`src/rtl/wb_regfile_pkg.sv`:
```
// Shared definitions for the writeback stage / register file slice:
// writeback source codes, default widths and the hard-wired zero register.
package wb_regfile_pkg;

    localparam int DEFAULT_XLEN  = 32;
    localparam int DEFAULT_NREGS = 32;
    localparam int REG_ADDR_W    = 5;

    localparam logic [REG_ADDR_W-1:0] REG_ZERO = 5'd0;

    // Writeback source select carried down the pipe in reg_src_wb.
    typedef enum logic [1:0] {
        REG_SRC_ALU = 2'b00,
        REG_SRC_MEM = 2'b01,
        REG_SRC_IMM = 2'b10,
        REG_SRC_PC4 = 2'b11
    } reg_src_e;

endpackage : wb_regfile_pkg

```
`src/rtl/wb_regfile_retire_counter.sv`:
```
// Free-running retired-instruction counter. Wraps silently at 2^W.
module retire_counter #(
    parameter int W = 64
) (
    input  logic         clk,
    input  logic         rst_n,
    input  logic         en,
    output logic [W-1:0] count
);

    logic [W-1:0] count_q;

    // Count one per enabled cycle; asynchronous clear on reset.
    always_ff @(posedge clk or negedge rst_n) begin
        if (!rst_n) begin
            count_q <= '0;
        end else if (en) begin
            count_q <= count_q + 1'b1;
        end
    end

    assign count = count_q;

endmodule : retire_counter

```
`src/rtl/wb_regfile.sv`:
```
// Writeback stage consumer: selects the writeback value, commits it to the
// integer register file, serves the two decode read ports (with optional
// same-cycle write-to-read bypass) and counts retired instructions.
// x0 has no storage; it always reads as zero and writes to it are dropped.
module wb_regfile
    import wb_regfile_pkg::*;
#(
    parameter int XLEN      = DEFAULT_XLEN,
    parameter int NREGS     = DEFAULT_NREGS,
    parameter int BYPASS_EN = 1
) (
    input  logic                  clk,
    input  logic                  rst_n,
    input  logic                  reg_write_wb,
    input  logic [1:0]            reg_src_wb,
    input  logic [REG_ADDR_W-1:0] rd_wb,
    input  logic [XLEN-1:0]       alu_result_wb,
    input  logic [XLEN-1:0]       mem2reg_data_wb,
    input  logic [XLEN-1:0]       imm_wb,
    input  logic [XLEN-1:0]       nxpc_wb,
    input  logic                  retire_wb,
    input  logic [REG_ADDR_W-1:0] rs1_addr,
    input  logic [REG_ADDR_W-1:0] rs2_addr,
    output logic [XLEN-1:0]       rs1_data,
    output logic [XLEN-1:0]       rs2_data,
    output logic [XLEN-1:0]       wb_data,
    output logic [63:0]           instret
);

    // Entry 0 is deliberately absent: x0 is a constant.
    logic [XLEN-1:0] regs_q [1:NREGS-1];
    logic            wr_en;

    // Only writes to an implemented, non-zero register reach storage.
    assign wr_en = reg_write_wb && (rd_wb != REG_ZERO) && (int'(rd_wb) < NREGS);

    // Writeback source mux; stays live during reset for the forwarding unit.
    always_comb begin
        wb_data = alu_result_wb;
        case (reg_src_e'(reg_src_wb))
            REG_SRC_ALU: wb_data = alu_result_wb;
            REG_SRC_MEM: wb_data = mem2reg_data_wb;
            REG_SRC_IMM: wb_data = imm_wb;
            REG_SRC_PC4: wb_data = nxpc_wb;
            default:     wb_data = alu_result_wb;
        endcase
    end

    // Register storage: async clear, one-cycle write commit.
    always_ff @(posedge clk or negedge rst_n) begin
        if (!rst_n) begin
            for (int i = 1; i < NREGS; i++) begin
                regs_q[i] <= '0;
            end
        end else if (wr_en) begin
            regs_q[rd_wb] <= wb_data;
        end
    end

    // Read port 1: zero for x0 or in reset, else bypass or stored value.
    always_comb begin
        rs1_data = '0;
        if (rst_n && (rs1_addr != REG_ZERO) && (int'(rs1_addr) < NREGS)) begin
            if ((BYPASS_EN != 0) && wr_en && (rd_wb == rs1_addr)) begin
                rs1_data = wb_data;
            end else begin
                rs1_data = regs_q[rs1_addr];
            end
        end
    end

    // Read port 2: identical rules to port 1.
    always_comb begin
        rs2_data = '0;
        if (rst_n && (rs2_addr != REG_ZERO) && (int'(rs2_addr) < NREGS)) begin
            if ((BYPASS_EN != 0) && wr_en && (rd_wb == rs2_addr)) begin
                rs2_data = wb_data;
            end else begin
                rs2_data = regs_q[rs2_addr];
            end
        end
    end

    // Retirement is independent of register writes (stores, branches count).
    retire_counter #(
        .W (64)
    ) u_retire (
        .clk   (clk),
        .rst_n (rst_n),
        .en    (retire_wb),
        .count (instret)
    );

endmodule : wb_regfile

```
`config.mk`:
```
export PLATFORM = sky130hd
export DESIGN_NAME = wb_regfile
export DESIGN_NICKNAME = d
export VERILOG_FILES = /design/src/rtl/wb_regfile_pkg.sv /design/src/rtl/wb_regfile_retire_counter.sv /design/src/rtl/wb_regfile.sv
export SDC_FILE = /design/constraint.sdc
export NUM_CORES = 2
export LEC_CHECK = 0
export CAP_MARGIN = 10
export CORE_ASPECT_RATIO = 1.4
export CORE_UTILIZATION = 35
export DETAILED_ROUTE_END_ITERATION = 6
export GPL_ROUTABILITY_DRIVEN = 1
export HOLD_SLACK_MARGIN = 0.08
export SYNTH_ARGS = -nofsm -noshare
export SYNTH_HDL_FRONTEND = slang
export SYNTH_SLANG_ARGS = --single-unit
export TNS_END_PERCENT = 50
```
`constraint.sdc`:
```
create_clock -name clk -period 6.3 [get_ports clk]
set_input_delay 1.575 -clock clk [delete_from_list [all_inputs] [get_ports clk]]
set_output_delay 1.575 -clock clk [all_outputs]
set_load 0.02 [all_outputs]
```
## Yosys cells after proc, flatten, opt, wreduce, memory -nomap -nowiden

Cells that the tools add are included.

- Register bits: 1056
- Bits of input ports: 149
- Word-level logic and storage cells: 69

- Mux-type cells: 14
- $lt $le $gt $ge: 4
- Bitwise operators: 3
- Equality and inequality tests: 5
- $add $sub $neg: 1
- Reduce and logical (&&, ||, !) cells: 10

Operators with widths:

| operator | number |
|---|---|
| $bwmux 992 | 1 |
| $bmux 32 s5 | 2 |
| $mux 32 | 9 |
| $demux 32 s5 | 1 |
| $pmux 32 s4 | 1 |
| $add 64x1->64 const B | 1 |
| $ge 6x6->1 const B | 3 |
| $not 5->6 | 3 |
| $reduce_bool 5->1 | 3 |
| $eq 5x5->1 | 2 |
| $logic_and 1x1->1 | 6 |
| $lt 6x1->1 const B | 1 |
| $eq 2x2->1 const B | 2 |
| $eq 2x1->1 const B | 1 |
| $logic_not 2->1 | 1 |

## Longest topological paths before layout

- Depth after elaboration: 6
- Mapped depth: 9
- Depth with buffers taken out: 6

## Cells and area by module

A second synthesis with hierarchy kept.

- Cell total of the unflattened synthesis: 5463
- Area, all modules: 56510.4 sq um

Modules (own cells, without submodules):

| module | area an instance (sq um) | times used | cells each |
|---|---|---|---|
| wb_regfile | 53421.2 | 1 | 5171 |
| retire_counter | 3089.2 | 1 | 292 |

## Worst setup path after synthesis

Ideal clock, no wire load.

- Kind: in2out
- Start: input port rs2_addr[0]
- End: output port rs2_data[10]
- Buffers on the path: 3
- Cell stages on the path: 8
- Arrival time: 3.288 ns
- Setup slack: 1.437 ns
- Cells stage by stage: buf_2 > and3b_1 > buf_2 > buf_2 > a221o_1 > nor3_1 > nor2_1 > a211oi_1

- Word-level cells in the longest chain between the ends: 6
- Elaborated cells on any way between the ends: 10
- Classes of those cells: eq/ne (1); mux (5); bitwise (1); reduce/logical (3)

RTL lines:

| item | line | RTL |
|---|---|---|
| start, declared | wb_regfile.sv:23 | `input logic [REG_ADDR_W-1:0] rs2_addr,` |
| $not 5->6 (not written as such) | wb_regfile.sv:79 | `rs2_data = regs_q[rs2_addr];` |
| $bmux 32 s5 | wb_regfile.sv:79 |  |
| $mux 32 (not written as such) (2 in a row) | wb_regfile.sv:79 |  |
| $mux 32 | wb_regfile.sv:76 | `if ((BYPASS_EN != 0) && wr_en && (rd_wb == rs2_addr)) begin` |
| $mux 32 (*) | wb_regfile.sv:75 | `if (rst_n && (rs2_addr != REG_ZERO) && (int'(rs2_addr) < NREGS)) begin` |
| end, declared | wb_regfile.sv:25 | `output logic [XLEN-1:0] rs2_data,` |

Mark *: on every way between the ends. The rest lies on a longest branch, timed or not. The select of a mux whose other input is x is not followed.

## Final worst setup path

- Start: input port rs2_addr[3]
- End: output port rs2_data[8]

The elaborated chain is that of the path after synthesis.

==> key figures <==
STA
  – Hold_ws: approximately 0.48 ns
  – Final Hold Viols: 0
  – Fin crit share: between 90 and 100%
  – Setup TNS: 0 ns
  – F_max: 160.3 MHz
  – RSZ-0062 raised after global routing: no
  – Rel. slew slack: about a quarter
  – Clock skew: between 0.01 and 0.015 ns
  – Slew Viols, Final: 0
  – Fin crit period: a little over 6 ns
  – Slew @ Worst Pin: between 1 and 1.5 ns
  – Final Setup Violations: 0

Finish
  – Fillers: ~15,000
  – Share of cells above drive strength 1: about a fifth
  – Most frequent cells in the layout: nand2_1 (1,060), dfrtp_1 (1,056), o21ai_0 (1,000)
  – Post-Route Utilization: between 40% and 50%
  – Register area: 0.02643 mm^2
  – Area grow syn2layout: 17.10%
  – Final-stage net count: between 5,000 and 6,000
  – Multi-input logic area: about 0.027 mm^2
  – Commonest non-fill, non-tap cell in the layout: nand2_1
  – Post-Layout Cell Count: 7,606

Clock network
  – CTS sink count: 1,056
  – Clk root buf: clkbuf_16
  – Clock latency on the worst-skew pair: 0.73 ns
  – Clock-pin slew on the worst setup and hold paths: ~0.060 ns
  – CTS tree: done
  – CTS H-tree depth: 3
  – Num CTS Buffers: 106
  – CTS max path bufs: 3

Pwr
  – Pleak: 27.98 nW
  – Total power: between 20 and 25 mW
  – Peak supply drop: 233.7 uV
  – PD cells: around 310 mW/mm^2

Global route
  – Vias in the first global route: 44,050
  – Initial antenna violation count: 11
  – First-pass GRT wire length: around 300 mm
  – Largest net degree at the start of global routing: about 150
  – Grt ovf: 0
  – Gr usage total: between 20% and 30%

Worst setup path
  – Crit. End Element: output pin
  – Crit path max-delay family: buffers and inverters
  – CP startpoint kind: input port
  – Slowest stage cell, crit path: clkdlybuf4s50_1
  – Buf+Inv Stages, Crit Path: 4
  – CP Max Fanout: 12
  – Biggest cell delay along the critical path: roughly 0.6 ns
  – Critical path class: in -> out
  – Required time worst endpoint: roughly 4.7 ns
  – Crit-path cells: clkdlybuf4s50_1 > and3b_2 > buf_4 > a221o_1 > nor3_1 > nor2_1 > a211oi_2 > buf_4 > clkdlybuf4s50_1
  – Worst path arrival time: 4.66 ns

Route
  – DR iter-0 viols: 4,270
  – # DRC: 0
  – DR WL/cell: about 27 um
  – Vias post-DR: around 44,000
  – Antenna Nets Post-Route: 0
  – Final WL: about 200 mm
  – Drt pass-1 iters: 5
  – DR vias/cell: a little under 6

Synth
  – Avg Synthesized Cell Area: about 11 um^2
  – Register area share after synthesis: a little under half
  – Predominant post-synthesis flop cell: dfrtp_1
  – Yosys synthesis warning count: 0
  – Mapped Area: 0.05602 mm^2
  – Post-synthesis cell type count: 69
  – Mapped Cells: about 5,300
  – Syn Nets: about 5,400
  – Post-synth EDFFs: 0
  – Register bit total from synthesis: 1,056
  – Async set or reset register ratio after synthesis: 100.0%

Floorplan
  – Die height: about 480 um
  – DIE AREA: about 0.16 mm^2
  – Die Wd: 340.1 um
  – IO Count: 309
  – Initial core utilization: a little over a third
  – Site Rows: between 150 and 200
  – Core area: roughly 0.16 mm^2

Worst hold path
  – Worst hold path type: reg -> reg

Outcome
  – Status: finished, final reports clean

Placed design
  – Detailed placement HPWL: between 100 and 150 mm
  – Placed Instances: around 7,400
  – IO Port Bufs: around 310
  – Gpl congestion: 0.9043

Flow run
  – Max-cap viol count: 0
## cell usage after synthesis, types with 42 or more instances
master,number,area share (%)
clkbuf_2,64,0.57
mux2i_1,155,2.8
o21ai_0,1032,9.2
buf_2,104,0.93
a221oi_1,66,1.0
xnor2_1,59,0.92
clkbuf_1,266,1.8
mux4_2,369,15
dfrtp_1,1056,47
a221o_1,55,0.98
o22ai_1,65,0.73
buf_4,52,0.70
nor3_1,49,0.44
nor2_1,75,0.50
mux2_2,120,2.4
nand2_1,1093,7.3
inv_1,43,0.29
a22oi_1,119,1.6
a21oi_1,62,0.55
a211oi_1,42,0.56
## state kept, by name (all words and copies together), names as in the netlist
signal	count
regs_q	992
u_retire.count	64
## per-stage QoR
stage,cell area [um^2],worst slack (ns)
final,65600,0.06160
after global routing,65590,0.02018
after CTS,65560,0.02259
after detailed placement,61900,-0.2163
after global placement,61900,-0.2144
after floorplan,56020,1.437
## where the power goes
group	switching, mW	internal, mW
Combinational	2.31	2.20
Sequential	1.06	8.18
Clock	2.85	3.89
Total	6.21	14.3
## final cells by class
| class | instances | share of cell area [%] |
|---|---|---|
| diodes | 5 | 0.01907 |
| clock buffers | 154 | 4.766 |
| clock inverters | 43 | 0.8087 |
| inverters | 43 | 0.2460 |
| multi-input cells | 3624 | 41.30 |
| flip-flops and latches | 1056 | 40.28 |
| well taps | 2100 | 4.005 |
| repair buffers | 581 | 8.579 |
## kinds of logic (layout without fill, tap and decap cells)
| kind of cell | after synthesis | after routing | share of synthesized area (%) |
|---|---|---|---|
| adder cells (fa/ha/maj) | 1 | 1 | 0.02233 |
| flip-flops | 1056 | 1056 | 47.17 |
| XOR/XNOR | 73 | 73 | 1.141 |
| other | 0 | 5 | 0 |
| AND/OR/NAND/NOR | 1394 | 1394 | 10.62 |
| buffers and inverters | 574 | 821 | 5.034 |
| multiplexers | 656 | 656 | 20.27 |
| AO/OA/AOI/OAI | 1500 | 1500 | 15.75 |
## routing by layer
metal,vias up,track usage (%),routed length (um)
li1,19440,-,-
met1,22290,31.33,78790
met2,2019,40.99,97060
met3,534,4.777,16570
met4,8,13.00,10980
met5,-,0,46
## repair_timing
item                       CTS  global route
resized for setup            1             0
hold buffers                 0             0
buffers inserted             0             2
setup endpoints to repair    1             3
pin swaps                    0             1
## worst reg2reg max path, delay by kind of cell (launching register included)
kind	cells	cell delay, ns
simple gates	4	1.72
flops	1	0.44
xor+xnor	1	0.16
## worst paths after layout
kind / startpoint / endpoint / slack (ns) / depth (start not counted)
min reg2reg: u_retire.count[63] / u_retire.count[63] / 0.48 / 1
min in group asynchronous: rst_n / u_retire.count[13] / 0.70 / 1
min: u_retire.count[63] / u_retire.count[63] / 0.48 / 1
max: rs2_addr[3] / rs2_data[8] / 0.06 / 9
max in group asynchronous: rst_n / regs_q[983] / 2.76 / 4
max reg2reg: u_retire.count[4] / u_retire.count[61] / 3.88 / 5
(Power assumes the default switching activity.)
